--- config.mk ---
export PLATFORM = sky130hd
export DESIGN_NAME = pwm_multich_fx
export DESIGN_NICKNAME = d
export VERILOG_FILES = /design/src/rtl/pwm_pkg.sv /design/src/rtl/pwm_chan.sv /design/src/rtl/pwm_multich_fx.sv
export SDC_FILE = /design/constraint.sdc
export NUM_CORES = 1
export LEC_CHECK = 0
export ABC_AREA = 1
export CORE_MARGIN = 2
export CORE_UTILIZATION = 45
export DETAILED_ROUTE_END_ITERATION = 6
export SLEW_MARGIN = 20
export SYNTH_ARGS = -nofsm -noshare
export SYNTH_HDL_FRONTEND = slang
export SYNTH_SLANG_ARGS = --single-unit
--- constraint.sdc ---
create_clock -name iclk -period 5.91 [get_ports iclk]
set_clock_uncertainty 0.1 [all_clocks]
set_input_delay 0.8865 -clock iclk [delete_from_list [all_inputs] [get_ports iclk]]
set_output_delay 0.8865 -clock iclk [all_outputs]
set_load 0.01 [all_outputs]
--- src/rtl/pwm_pkg.sv ---
// Shared mode encodings and effect helpers for the multi-channel PWM LED driver.
package pwm_pkg;

  localparam logic [1:0] MODE_OFF    = 2'd0;
  localparam logic [1:0] MODE_STATIC = 2'd1;
  localparam logic [1:0] MODE_BREATH = 2'd2;
  localparam logic [1:0] MODE_BLINK  = 2'd3;

  // Saturating triangle step; dir 0 = counting up, 1 = counting down.
  function automatic int unsigned fx_next_level(int unsigned level, logic dir,
                                                int unsigned max_level);
    if (dir) begin
      return (level == 0) ? 0 : level - 1;
    end
    return (level >= max_level) ? max_level : level + 1;
  endfunction

endpackage

--- src/rtl/pwm_chan.sv ---
// One PWM channel: shadow/active settings, effect level state and registered compare output.
module pwm_chan
  import pwm_pkg::*;
#(
  parameter int unsigned PWM_W      = 8,
  parameter bit          ACTIVE_LOW = 1'b1
) (
  input  logic             iclk,
  input  logic             irst_n,
  input  logic             load_i,
  input  logic [1:0]       mode_i,
  input  logic [PWM_W-1:0] duty_i,
  input  logic             apply_i,
  input  logic             fx_i,
  input  logic [PWM_W-1:0] cnt_i,
  output logic             pwm_o
);

  localparam int unsigned      MaxLvl  = (1 << PWM_W) - 1;
  localparam logic [PWM_W-1:0] AllOnes = '1;

  logic [1:0]       shd_mode_q, act_mode_q;
  logic [PWM_W-1:0] shd_duty_q, act_duty_q;
  logic [PWM_W-1:0] level_q, level_d, step;
  logic             dir_q, dir_d, phase_q, phase_d, pwm_q;

  // Both strobes are already qualified by the period boundary, so level never moves mid-period.
  always_comb begin
    level_d = level_q;
    dir_d   = dir_q;
    phase_d = phase_q;
    step    = PWM_W'(fx_next_level(32'(level_q), dir_q, MaxLvl));
    if (apply_i) begin
      unique case (shd_mode_q)
        MODE_OFF:    level_d = '0;
        MODE_STATIC: level_d = shd_duty_q;
        MODE_BREATH: begin
          level_d = shd_duty_q;
          dir_d   = (shd_duty_q == AllOnes);
        end
        MODE_BLINK: begin
          level_d = shd_duty_q;
          phase_d = 1'b1;
        end
      endcase
    end else if (fx_i) begin
      case (act_mode_q)
        MODE_BREATH: begin
          level_d = step;
          if (step == AllOnes) begin
            dir_d = 1'b1;
          end else if (step == '0) begin
            dir_d = 1'b0;
          end
        end
        MODE_BLINK: begin
          phase_d = ~phase_q;
          level_d = phase_q ? '0 : act_duty_q;
        end
        default: ;
      endcase
    end
  end

  always_ff @(posedge iclk or negedge irst_n) begin
    if (!irst_n) begin
      shd_mode_q <= MODE_OFF;
      shd_duty_q <= '0;
      act_mode_q <= MODE_OFF;
      act_duty_q <= '0;
      level_q    <= '0;
      dir_q      <= 1'b0;
      phase_q    <= 1'b0;
      pwm_q      <= ACTIVE_LOW;
    end else begin
      if (load_i) begin
        shd_mode_q <= mode_i;
        shd_duty_q <= duty_i;
      end
      if (apply_i) begin
        act_mode_q <= shd_mode_q;
        act_duty_q <= shd_duty_q;
      end
      level_q <= level_d;
      dir_q   <= dir_d;
      phase_q <= phase_d;
      pwm_q   <= (cnt_i < level_q) ^ ACTIVE_LOW;
    end
  end

  assign pwm_o = pwm_q;

endmodule

--- src/rtl/pwm_multich_fx.sv ---
// Multi-channel PWM LED driver: shared prescaler, PWM counter and effect divider feeding
// CH_NUM double-buffered channels.
module pwm_multich_fx
  import pwm_pkg::*;
#(
  parameter int unsigned CH_NUM     = 3,
  parameter int unsigned PWM_W      = 8,
  parameter int unsigned PRE_DIV    = 4,
  parameter int unsigned FX_DIV     = 16,
  parameter bit          ACTIVE_LOW = 1'b1
) (
  input  logic                    iclk,
  input  logic                    irst_n,
  input  logic                    iload,
  input  logic [2*CH_NUM-1:0]     iwvmode,
  input  logic [PWM_W*CH_NUM-1:0] iwvduty,
  output logic [CH_NUM-1:0]       owvpwm,
  output logic                    osync,
  output logic                    oloaded
);

  localparam int unsigned PreW = (PRE_DIV > 1) ? $clog2(PRE_DIV) : 1;
  localparam int unsigned FxW  = (FX_DIV > 1) ? $clog2(FX_DIV) : 1;

  logic [PreW-1:0]  pre_q;
  logic [PWM_W-1:0] cnt_q;
  logic [FxW-1:0]   fxcnt_q;
  logic             pending_q, osync_q, oloaded_q;
  logic             tick, pend, fx, apply;

  assign tick  = (pre_q == PreW'(PRE_DIV - 1));
  assign pend  = tick & (cnt_q == '1);
  assign fx    = pend & (fxcnt_q == FxW'(FX_DIV - 1));
  assign apply = pend & pending_q;

  always_ff @(posedge iclk or negedge irst_n) begin
    if (!irst_n) begin
      pre_q     <= '0;
      cnt_q     <= '0;
      fxcnt_q   <= '0;
      pending_q <= 1'b0;
      osync_q   <= 1'b0;
      oloaded_q <= 1'b0;
    end else begin
      pre_q <= tick ? '0 : pre_q + 1'b1;
      if (tick) begin
        cnt_q <= cnt_q + 1'b1;
      end
      if (pend) begin
        fxcnt_q <= fx ? '0 : fxcnt_q + 1'b1;
      end
      // A load on the boundary cycle keeps pending set for the next period.
      if (iload) begin
        pending_q <= 1'b1;
      end else if (pend) begin
        pending_q <= 1'b0;
      end
      osync_q   <= pend;
      oloaded_q <= apply;
    end
  end

  assign osync   = osync_q;
  assign oloaded = oloaded_q;

  for (genvar k = 0; k < CH_NUM; k++) begin : g_chan
    pwm_chan #(
      .PWM_W      (PWM_W),
      .ACTIVE_LOW (ACTIVE_LOW)
    ) u_chan (
      .iclk    (iclk),
      .irst_n  (irst_n),
      .load_i  (iload),
      .mode_i  (iwvmode[2*k +: 2]),
      .duty_i  (iwvduty[PWM_W*k +: PWM_W]),
      .apply_i (apply),
      .fx_i    (fx),
      .cnt_i   (cnt_q),
      .pwm_o   (owvpwm[k])
    );
  end

endmodule

======== After elaboration in Yosys (flattened, before gate mapping) ========
Index checks and enable logic that the tools add are counted.
storage, ports and cells
  memory bits (read-only) ................. 0
  bits in writable memories ............... 0
  bits in registers ....................... 110
  bits of input ports ..................... 33
  word-level logic and storage cells ...... 183
  latch bits .............................. 0
  memories kept ........................... 0
cells by class
  $mul .................................... 0
  shift-type cells ........................ 0
  div/mod/pow operators ................... 0
  multiplexer cells ....................... 64
  bitwise logic cells ..................... 9
  equality and inequality tests ........... 30
  reduce and logical (&&, ||, !) cells .... 35
  add/sub/neg operators ................... 9
  order comparisons ....................... 6
operators by type and width
  operator               number
  $mux W8                21
  $pmux W8 S2            6
  $eq A8 B8 Y1 const B   7
  $logic_not A8 Y1       6
  $mux W1                35
  $add A8 B1 Y8 const B  4
  $eq A2 B2 Y1 const B   13
  $ge A8 B8 Y1 const B   3
  $lt A8 B8 Y1           3
  $sub A8 B1 Y8 const B  3
  $reduce_bool A3 Y1     6
  $reduce_bool A2 Y1     8
  $ne A2 B1 Y1 const B   6
  $reduce_and A4 Y1      3
  $reduce_and A3 Y1      3
  $reduce_or A3 Y1       3
  $eq A2 B1 Y1 const B   3
  $logic_not A2 Y1       3
  $not A1 Y1             6
  $reduce_and A2 Y1      3
  $add A4 B1 Y4 const B  1
  $eq A4 B4 Y1 const B   1
  $mux W4                1
  $and A1 B1 Y1          3
  2 further kinds        2

======== Longest topological paths before layout ========
Gate-level depths: netlist of run 1.
  depth after elaboration ................. 10
  depth in mapped cells ................... 16
  depth with buffers taken out ............ 16

======== Modules after synthesis ========
Synthesis of run 1 repeated with hierarchy kept, for this count alone.
second synthesis, totals
  cell total of the unflattened synthesis .. 987
  area, all modules ....................... 7134.3 sq um
by module, submodules not included
  module          instances  area an instance (sq um)  cells each
  pwm_chan        3          2102.0                    298
  pwm_multich_fx  1          828.3                     93

======== Worst setup path after synthesis of run 1 ========
Ideal clock, no wire load.
  path kind ............................... register to register
  start ................................... register cnt_q[1]
  end ..................................... register g_chan[2].u_chan.level_q[7]
  stages on the path, launching flop included .. 14
  data required time ...................... 5.691 ns
  buffers on the path ..................... 2
  setup time .............................. 0.119 ns
  slack ................................... 3.907 ns
  data arrival time ....................... 1.784 ns
  cell sequence ........................... dfrtp_1 -> ha_1 -> inv_1 -> nor3_2 -> inv_2 -> nor2_4 -> nand2_4 -> nor2_8 -> inv_2 -> buf_6 -> buf_2 -> nand3_1 -> o2111ai_1 -> o21a_1
between the ends
  longest elaborated chain between the ends .. 5
  elaborated cells on any way between the ends .. 8
RTL lines
  item                                                                       RTL line                                    source
  start: declaration                                                         pwm_multich_fx.sv:26                        logic [PWM_W-1:0] cnt_q;
  start signal: assignment                                                   pwm_multich_fx.sv:47                        cnt_q <= cnt_q + 1'b1;
  $eq A8 B8 Y1 *                                                             pwm_multich_fx.sv:32                        assign pend = tick & (cnt_q == '1);
  $and A1 B1 Y1 *                                                            pwm_multich_fx.sv:32
  $and A1 B1 Y1 (on tied branches)                                           pwm_multich_fx.sv:34, pwm_multich_fx.sv:33
  $reduce_bool A3 Y1 (no line) / $reduce_bool A2 Y1 (equally long branches)  -
  $reduce_and A2 Y1 (no line)                                                -
  end signal: assignment                                                     pwm_chan.sv:84                              level_q <= level_d;
  end: declaration                                                           pwm_chan.sv:24                              logic [PWM_W-1:0] level_q, level_d, step;
Mark *: on every way between the ends. The rest lies on a longest branch, timed or not.
A chain may end at the register's enable or synchronous reset.

======== Worst setup path after layout of run 1 ========
  start ................................... register pre_q[0]
  end ..................................... register g_chan[2].u_chan.level_q[7]
between the ends
  longest elaborated chain between the ends .. 5
  elaborated cells on any way between the ends .. 8
RTL lines
  item                                                                       RTL line                                    source
  start: declaration                                                         pwm_multich_fx.sv:25                        logic [PreW-1:0] pre_q;
  start signal: assignment                                                   pwm_multich_fx.sv:45                        pre_q <= tick ? '0 : pre_q + 1'b1;
  $eq A2 B2 Y1 *                                                             pwm_multich_fx.sv:31                        assign tick = (pre_q == PreW'(PRE_DIV - 1));
  $and A1 B1 Y1 *                                                            pwm_multich_fx.sv:32
  $and A1 B1 Y1 (on tied branches)                                           pwm_multich_fx.sv:34, pwm_multich_fx.sv:33
  $reduce_bool A3 Y1 (no line) / $reduce_bool A2 Y1 (equally long branches)  -
  $reduce_and A2 Y1 (no line)                                                -
Marks and branches as above.

==> flow_metrics.py, run 1 <==
metrics = {
    "hold_path": {
        "holdPathEnd": "pre_q[0]$_DFF_PN0_",
        "min_from": "pre_q[0]$_DFF_PN0_",
        "hold_path_class": "register to register",
        "min_path_cells": 1,
    },
    "clocking": {
        "hold_buffers": 0,
        "post_cts_buffers": 0,
        "root_buffer": "clkbuf_16",
        "cts_buffers": 9,
        "clockBufferDepth": 2,
        "tritoncts": "yes",
        "path_clk_slew_ns": 0.07,
        "h-tree-depth": 3,
        "clock_sinks": 110,
        "ctsResizeCount": 0,
        "clk_latency_ns": 0.35,
    },
    "setup_path": {
        "crit_type": "register to register",
        "cp.required_ns": 6.05,
        "r2r_cells": 11,
        "r2r_end": "g_chan[2].u_chan.level_q[7]$_DFFE_PN0P_",
        "startpoint_type": "register",
        "rrSetupSlack_ns": 2.73,
        "path_max_fanout": 71,
        "arrival_ns": 3.33,
        "worstSetupEndpointType": "register",
        "rr_startpoint": "pre_q[0]$_DFF_PN0_",
    },
    "yosys": {
        "syn-num-nets": 1019,
        "ys_async_sr_fraction_pct": 100,
        "yosysTopAreaCell": "dfrtp_1",
        "synth_top_area_share_pct": 39.2,
        "yosysWarnings": 0,
        "syn-mean-instance-area_sq_um": 7.17,
        "yosysUniqueCellTypes": 42,
        "synth_seq_cells": 110,
        "synth_edf_count": 0,
        "synth_area_sq_um": 6830,
        "synth_flop_cell": "dfrtp_1",
        "synth_cells": 953,
        "ys_seq_area_share_pct": 40.3,
        "ys_top_cells_by_area": "dfrtp_1 39%, nand2_1 18%, o21ai_0 6.2%",
    },
    "timing": {
        "rsz0062_at_grt": "no",
        "post-route-min-period_ns": 3.18,
        "fmax_ghz": 0.314,
        "fin_setup_tns_ns": 0,
        "worst_slew_pin_slew_ns": 0.973,
        "max_slew_margin_pct": 35.2,
        "finalMaxSlewViolations": 0,
        "finalHoldViolations": 0,
        "setup_viol": 0,
        "min_period_over_period_pct": 53.9,
    },
    "layout": {
        "antenna_cells": 0,
        "fin_cells": 1168,
        "drive_above_1_share_pct": 4.39,
        "area_growth_pct": 11.2,
        "num-nets-final": 1041,
    },
    "power": {
        "ir_drop_mv": 0.124,
        "p_leak_uw": 0.00372,
        "powerDensity_nw_per_um2": 192,
    },
    "detailed_routing": {
        "avgRoutedWirePerCell_um": 13.9,
        "first_iter_violations": 443,
        "firstDrtPassIters": 5,
        "drc": 0,
        "drt-total-wl_mm": 16.3,
        "vias": 6066,
        "ant_nets": 0,
        "avgViaCountPerCell": 5.19,
    },
    "grt": {
        "grt_pass1_wl_mm": 27.9,
        "grt_start_max_net_pins": 75,
        "grt_pass1_vias": 5546,
        "grt_overflow": 0,
        "grtUsageTotal_pct": 21.2,
        "antenna_found_initial": 0,
    },
    "floorplanning": {
        "rows": 45,
        "initial_core_util_pct": 45.5,
        "coreArea_sq_um": 15000,
        "fp.dieW_um": 127,
        "dieArea_sq_um": 16200,
        "io_pins": 38,
        "die_h_um": 127,
    },
    "status": {
        "status": "finished, final reports clean",
    },
    "place": {
        "dp_cells": 1152,
        "place.gp.congestion": 0.907,
        "dp_hpwl_mm": 12.2,
        "portBuffers": 37,
    },
    "flow_run": {
        "maxCapViolations": 0,
    },
}
## power breakdown
group,total [uW],switching (uW),internal [uW]
clock network,603,295,307
logic,67.8,39.7,28.2
registers,786,15.8,770
total,1460,351,1110
## cell usage in the layout (no fill, tap or decap), types with 4 or more instances in the layout
| cell type | synthesis | layout |
|---|---|---|
| xnor2_1 | 5 | 5 |
| o211ai_1 | 8 | 8 |
| clkdlybuf4s50_1 | 0 | 36 |
| nor2_1 | 74 | 74 |
| clkbuf_16 | 0 | 9 |
| o21ai_0 | 85 | 85 |
| dfrtp_1 | 107 | 107 |
| nand2_1 | 324 | 324 |
| inv_2 | 7 | 7 |
| a21oi_1 | 29 | 29 |
| o22ai_1 | 15 | 15 |
| nand4_1 | 22 | 22 |
| o21ai_2 | 4 | 4 |
| a22oi_1 | 4 | 4 |
| xor2_1 | 10 | 10 |
| nand3_1 | 70 | 70 |
| inv_1 | 93 | 93 |
| ha_1 | 33 | 33 |
## critical path, stage by stage, from the launching register on
cell	delay (ns)
dfrtp_1	0.35
ha_1	0.27
inv_2	0.07
nor3_2	0.16
inv_2	0.07
nor2_4	0.12
nand2_4	0.11
nor2_8	0.60
inv_2	0.50
o21ai_2	0.36
o2111ai_1	0.19
o21a_1	0.14
## cell families (layout without fill, tap and decap cells)
group | Yosys count | in the layout | synth area share [%]
buf+inv | 131 | 158 | 7.82
simple gates | 510 | 510 | 31.3
flops | 110 | 110 | 40.3
compound gates | 154 | 154 | 12.5
fa+ha+maj | 33 | 33 | 6.04
xor+xnor | 15 | 15 | 1.92
## flip-flops by register name, summed over array words and instances, names as in the netlist, 4 cells and up
name and cells:
g_chan.u_chan.act_duty_q 24, g_chan.u_chan.level_q 24, g_chan.u_chan.shd_duty_q 24, cnt_q 8
g_chan.u_chan.act_mode_q 6, g_chan.u_chan.shd_mode_q 6, fxcnt_q 4
## final cells by class
type / instances / area (sq um)
Clock buffer: 11 / 243
Clock inverter: 5 / 51.3
Tap cell: 188 / 235
Sequential cell: 110 / 2760
Multi-Input combinational cell: 712 / 3540
Inverter: 103 / 387
Timing Repair Buffer: 39 / 383
Fill cell: 1473 / 7430
## layer usage
layer | share of wire [%] | wire length [um] | track usage, %
met3 | 4.2 | 679 | 2.72
met4 | 1.3 | 217 | 6.08
met2 | 42 | 6800 | 30.5
met5 | 0 | 0 | 0
met1 | 53 | 8600 | 33.4
## metrics by stage
step / area, sq um / total power, uW / hold WS [ns] / utilization (%) / worst slack, ns
after global routing: 7600 / 1520 / 0.360 / 50.5 / 2.33
after CTS: 7600 / 1470 / 0.338 / 50.5 / 2.71
after global placement: 7300 / 869 / 0.312 / 48.6 / 2.80
after detailed placement: 7300 / 871 / 0.327 / 48.6 / 2.73
after floorplan: 6830 / 822 / 0.303 / - / 3.91
final: 7600 / 1460 / 0.332 / 50.5 / 2.73
## Yosys cell counts, types with 2 or more instances
cell      number
nor2_2         2
a21boi_0       3
inv_1         93
buf_2         13
o21ai_2        4
nand4_1       22
o22ai_1       15
xor2_1        10
o21a_1         2
xnor2_1        5
nand2_2        2
a22oi_1        4
o211ai_1       8
ha_1          33
buf_4          5
nor4_1         2
clkinv_1       3
a21oi_1       29
inv_2          7
nand3_1       70
or2_2          2
clkbuf_1       9
nor2_1        74
nor3_1         3
o21ai_0       85
dfstp_2        3
nand2_1      324
dfrtp_1      107
## worst max-delay path by stage
stage,from,end,slack (ns),cells past startpoint
after floorplan,cnt_q[1]$_DFFE_PN0P_,g_chan[2].u_chan.level_q[7]$_DFFE_PN0P_,3.91,13
after global placement,cnt_q[1]$_DFFE_PN0P_,g_chan[2].u_chan.level_q[7]$_DFFE_PN0P_,2.80,11
after detailed placement,pre_q[0]$_DFF_PN0_,g_chan[2].u_chan.level_q[7]$_DFFE_PN0P_,2.73,11
after CTS,pre_q[0]$_DFF_PN0_,g_chan[2].u_chan.level_q[7]$_DFFE_PN0P_,2.71,11
after global routing,cnt_q[1]$_DFFE_PN0P_,g_chan[2].u_chan.level_q[7]$_DFFE_PN0P_,2.33,11
final,pre_q[0]$_DFF_PN0_,g_chan[2].u_chan.level_q[7]$_DFFE_PN0P_,2.73,11
(Power assumes the default switching activity.)
==> inputs of run 2 (changes only) <==
Settings changed: PLACE_DENSITY set to 0.65.
Clock period 5.91 ns to 2.77 ns, I/O delays scaled along.
==> flow_metrics.py, run 2 (synthesized netlist as in run 1, its figures left out) <==
metrics = {
    "floorplanning": {
        "initial_core_util_pct": 45.5,
        "rows": 45,
        "fp.dieW_um": 127,
        "dieArea_sq_um": 16200,
        "die_h_um": 127,
        "io_pins": 38,
        "coreArea_sq_um": 15000,
    },
    "power": {
        "p_leak_uw": 0.00376,
        "ir_drop_mv": 0.278,
        "p_total_uw": 3130,
        "powerDensity_nw_per_um2": 407,
    },
    "layout": {
        "multi_input_area_sq_um": 3550,
        "num-nets-final": 1048,
        "reg_top3": "g_chan.u_chan.act_duty_q: 24 flops, g_chan.u_chan.level_q: 24 flops, g_chan.u_chan.shd_duty_q: 24 flops",
        "final_common_cell": "nand2_1",
        "layout_common_cells": "324 x nand2_1, 107 x dfrtp_1, 93 x inv_1",
        "area_growth_pct": 12.4,
        "register_area_sq_um": 2760,
        "drive_above_1_share_pct": 5.17,
        "fin_area_sq_um": 7680,
        "antenna_cells": 0,
        "fillers": 1465,
    },
    "place": {
        "pre_cts_ws_ns": 0.160,
        "place.gp.congestion": 0.880,
        "dpl_cell_area_sq_um": 7370,
        "portBuffers": 37,
        "dp_hpwl_mm": 12.1,
    },
    "timing": {
        "rsz0062_at_grt": "no",
        "fin_ws_ns": 0.327,
        "finalHoldViolations": 7,
        "hold-worst-slack_ns": -0.00615,
        "post-route-min-period_ns": 2.44,
        "setup_viol": 0,
        "fin_setup_tns_ns": 0,
        "worst_slew_pin_slew_ns": 0.670,
        "fmax_ghz": 0.409,
        "max_slew_margin_pct": 55.3,
        "min_period_over_period_pct": 88.2,
        "finalMaxSlewViolations": 0,
    },
    "clocking": {
        "clockBufferDepth": 2,
        "h-tree-depth": 3,
        "path_clk_slew_ns": 0.08,
        "root_buffer": "clkbuf_16",
        "hold_buffers": 0,
        "tritoncts": "yes",
        "cts_buffers": 9,
        "clock_sinks": 110,
        "clk_latency_ns": 0.35,
    },
    "grt": {
        "grt_pass1_vias": 5453,
        "grt_overflow": 0,
        "grt_start_max_net_pins": 53,
        "grt_pass1_wl_mm": 27.4,
        "antenna_found_initial": 0,
        "grtUsageTotal_pct": 20.6,
    },
    "hold_path": {
        "hold_path_class": "input port to asynchronous set/reset pin",
    },
    "setup_path": {
        "critical_path_buf_inv_count": 3,
        "crit_type": "register to register",
        "rr_startpoint": "cnt_q[1]$_DFFE_PN0P_",
        "rrSetupSlack_ns": 0.33,
        "path_delay_family": "simple AND/OR/NAND/NOR gates",
        "path_max_fanout": 26,
        "startpoint_type": "register",
        "cp.required_ns": 2.92,
        "arrival_ns": 2.59,
        "slowest_delay_ns": 0.43,
        "r2r_end": "g_chan[1].u_chan.dir_q$_DFFE_PN0P_",
        "r2r_cells": 14,
        "critPathSlowestCell": "dfrtp_1",
        "crit_chain": "ha_1, inv_1, nor3_2, inv_2, nor2_4, nand2_4, nor2_8, buf_4, o21ai_0, o21ai_0, nor2_1, o21a_1, nand2_1, nand2_1",
        "worstSetupEndpointType": "register",
    },
    "detailed_routing": {
        "ant_nets": 0,
        "firstDrtPassIters": 6,
        "avgRoutedWirePerCell_um": 13.6,
        "first_iter_violations": 436,
        "avgViaCountPerCell": 5.22,
        "drt-total-wl_mm": 15.9,
        "drc": 0,
        "vias": 6129,
    },
    "status": {
        "status": "finished, violations left",
        "violations": "hold timing",
    },
    "flow_run": {
        "maxCapViolations": 0,
    },
}
==> run 2: cell types whose count changed in the layout (fill, tap and decap cells not counted), sizes merged <==
| cell | delta |
|---|---|
| buf | +7 |
| clkbuf | -2 |
| clkinv | +1 |
| inv | +1 |
==> run 2: through the flow <==
stage,util [%],hold WS (ns),instances
final,51.1,-0.00615,1175
after floorplan,-,0.0199,953
after detailed placement,49.0,0.324,1159
after global placement,49.0,0.312,1159
after CTS,51.0,0.0129,1175
after global routing,51.1,0.0407,1175
==> run 2: cell type report <==
cell class / instances / share of cell area [%]
timing repair buffer: 46 / 5.83
sequential: 110 / 35.9
inverter: 103 / 5.07
clock inverter: 7 / 0.978
tap: 188 / 3.06
clock buffer: 9 / 2.93
multi-input combinational: 712 / 46.2
==> run 2: worst register-to-register path: cells and delay by family, from the launching register on <==
family,cells,cell delay [ns]
AO/OA/AOI/OAI,3,0.35
adder cells (fa/ha/maj),1,0.18
AND/OR/NAND/NOR,7,0.85
buffers and inverters,3,0.43
flip-flops,1,0.43
==> run 2: worst max-delay path by stage <==
stage                                    start                                       to  slack [ns]  cells past startpoint
after detailed placement  cnt_q[1]$_DFFE_PN0P_  g_chan[2].u_chan.level_q[7]$_DFFE_PN0P_        0.16                     11
after floorplan           cnt_q[1]$_DFFE_PN0P_  g_chan[2].u_chan.level_q[7]$_DFFE_PN0P_        0.77                     13
after CTS                   pre_q[0]$_DFF_PN0_  g_chan[2].u_chan.level_q[7]$_DFFE_PN0P_        0.16                     11
final                     cnt_q[1]$_DFFE_PN0P_       g_chan[1].u_chan.dir_q$_DFFE_PN0P_        0.33                     14
after global routing        pre_q[0]$_DFF_PN0_       g_chan[1].u_chan.dir_q$_DFFE_PN0P_        0.05                     14
after global placement      pre_q[0]$_DFF_PN0_  g_chan[2].u_chan.level_q[7]$_DFFE_PN0P_        0.29                     11
==> run 2: power by group <==
part | internal [uW] | switching, uW
clock network | 645 | 660
logic | 63.9 | 83.8
registers | 1640 | 33.3
total | 2350 | 777
==> run 2: what timing repair did <==
item | in CTS | in global routing
gates resized for setup | 0 | 3
hold endpoints to repair | 0 | 0
setup endpoints to repair | 0 | 4
setup buffers | 0 | 0
==> run 2: layer usage <==
layer / wire, um / vias up / global-route usage, %
li1: - / 3165 / -
met1: 8450 / 2811 / 33.2
met2: 6700 / 143 / 28.7
met3: 608 / 10 / 2.22
met4: 187 / 0 / 6.98
met5: 0 / - / 0
==> edit: new RTL, flow settings as in run 2 <==
Make the reset (`irst_n`) synchronous in 2 clocked blocks.
--- a/src/rtl/pwm_chan.sv
+++ b/src/rtl/pwm_chan.sv
@@ -62,7 +62,7 @@
     end
   end
 
-  always_ff @(posedge iclk or negedge irst_n) begin
+  always_ff @(posedge iclk) begin
     if (!irst_n) begin
       shd_mode_q <= MODE_OFF;
       shd_duty_q <= '0;
--- a/src/rtl/pwm_multich_fx.sv
+++ b/src/rtl/pwm_multich_fx.sv
@@ -33,7 +33,7 @@
   assign fx    = pend & (fxcnt_q == FxW'(FX_DIV - 1));
   assign apply = pend & pending_q;
 
-  always_ff @(posedge iclk or negedge irst_n) begin
+  always_ff @(posedge iclk) begin
     if (!irst_n) begin
       pre_q     <= '0;
       cnt_q     <= '0;
Behaviour: same outputs for any inputs over 10 cycles, from zero or initial values and one cycle with irst_n low; that may be too few to reach the edited logic, so the function may still have changed.
==> edit against run 2 <==
Non-clock buffer count is 4 higher; via count rose by 7.0%; sequential cell count did not move; count of clock-buffer cells in the layout grew 1; fmax down 3.0%; total power is 0.47% higher; first-iteration DRC count is 9.6% higher; design area decreased by 2.3%; area after synthesis is 1.3% lower; sequential share of layout area decreased by 6.6 points; worst setup slack worse by 0.076 ns; wire length up 7.5%.
==> edit: results (changes against run 2) <==
Outcome = complete, no violations (was finished, violations left)
RePlAce Congestion = 0.915 (was 0.880)
Synth top cells by count = 265 x nand2_1, 120 x nor2_1, 110 x dfxtp_1 (was 324 x nand2_1, 107 x dfrtp_1, 93 x inv_1)
First-pass GRT wire length = 29.5 mm (was 27.4 mm)
Seq/Total Area, Yosys = 32.7% (was 40.3%)
Synth async-reset ratio = 0% (was 100%)
CP max FO = 39 (was 26)
Met3 wire length = 814 um (was 608 um)
Gr usage total = 22.2% (was 20.6%)
Worst hold path class = reg -> reg (was in -> async)
H-tree lvl count = 3 (unchanged)
Met2 wire length = 7.19 mm (was 6.70 mm)
Max VDD drop = 0.380 mV (was 0.278 mV)
Largest net degree at the start of global routing = 70 (was 53)
Wirelength per Cell = 13.8 um (was 13.6 um)
DR iter-0 viols = 478 (was 436)
P_leak = 3.12 nW (was 3.76 nW)
Worst skew pair latency = 0.35 ns (about the same)
Critical path data arrival time = 2.67 ns (was 2.59 ns)
Hpwl dp = 12.6 mm (was 12.1 mm)
Number of vias per cell = 5.29 (was 5.22)
Number of global-route vias before repair = 5890 (was 5453)
Most area-consuming cells after synthesis = dfxtp_1 33%, nand2_1 15%, nor2_1 6.7%, nand3_1 6.5%, ha_1 6.1% (was dfrtp_1 39%, nand2_1 18%, o21ai_0 6.2%, ha_1 6.0%, nand3_1 5.1%)
Via count = 6560 (was 6129)
Share of layout cells above drive strength 1 = 4.55% (was 5.17%)
Met1 Wirelength = 8.90 mm (was 8.45 mm)
Synth Flop Type = dfxtp_1 (was dfrtp_1)
Syn_nets = 1099 (was 1019)
Synth cell types = 47 (was 42)
Post-Synthesis Cells = 1033 (was 953)
==> edit: cell count changes after synthesis, sizes merged, moves of 6 or more <==
cell    before  now
a21oi       29   73
a31oi        0   13
buf         19   25
clkbuf       9   18
dfrtp      107    0
dfxtp        0  110
inv        100  109
nand2      327  272
nand3       70   90
nand4       22    8
nor2        78  123
o22ai       15    8
==> edit: layout make-up <==
type                       instances  area [um2]
multi-input combinational        767        3870
clock buffer                      10         229
fill                            1458        7080
inverter                         113         430
timing repair buffer              50         479
sequential                       110        2200
tap                              184         230
clock inverter                     6        68.8
==> edit: metal layers <==
metal / track usage [%] / up-vias
met5: 0 / -
met4: 5.49 / 0
met3: 3.16 / 16
met2: 32.6 / 192
met1: 34.2 / 2932
li1: - / 3420
==> edit: repair_timing <==
| action | 4_1_cts | 5_1_grt |
|---|---|---|
| setup buffers | 0 | 0 |
| gates resized for setup | 0 | 2 |
| endpoints found under the setup margin | 0 | 14 |
==> edit: where the power goes <==
group / total, W / switching (W) / internal, W
registers: 0.00165 / 0.0000344 / 0.00162
logic: 0.000182 / 0.0000971 / 0.0000846
clock network: 0.00131 / 0.000599 / 0.000709
total: 0.00314 / 0.000731 / 0.00241
==> edit: final timing paths <==
check                               from                endpoint  slack (ns)  cells after the start
worst max-delay path            pre_q[0]  g_chan[1].u_chan.dir_q        0.25                     15
worst max register to register  pre_q[0]  g_chan[1].u_chan.dir_q        0.25                     15
worst min-delay path            pre_q[0]                pre_q[0]        0.35                      1
worst min register to register  pre_q[0]                pre_q[0]        0.35                      1
==> edit: worst max-delay path, cell delays in order (launching register included) <==
cell	delay [ns]
dfxtp_1	0.35
ha_1	0.33
nand3_4	0.12
nor2_4	0.12
nand2_4	0.08
nor2_8	0.11
nand2_4	0.10
nor2_8	0.11
inv_4	0.17
buf_4	0.27
nand2_1	0.09
nand2_1	0.06
a21oi_1	0.17
nand3_1	0.10
nand2_1	0.06
nor2_1	0.04
==> edit: kinds of logic (layout without fill, tap and decap cells) <==
group                    Yosys count  in the layout  share of synthesized area (%)
adder cells (fa/ha/maj)           33             33                           6.12
buffers and inverters            156            179                           10.0
XOR/XNOR                          11             11                           1.43
flip-flops                       110            110                           32.7
AO/OA/AOI/OAI                    215            215                           17.7
AND/OR/NAND/NOR                  508            508                           32.1
==> edit: metrics by stage <==
stage	setup WS, ns	instance area (um2)	util [%]	power, W	hold slack [ns]
2_1_floorplan	0.753	6740	-	0.00178	0.304
3_3_place_gp	0.285	7200	49.4	0.00187	0.314
3_5_place_dp	0.200	7200	49.4	0.00187	0.334
4_1_cts	0.185	7500	51.4	0.00317	0.344
5_1_grt	0.00972	7510	51.4	0.00327	0.355
6_report	0.250	7510	51.4	0.00314	0.346
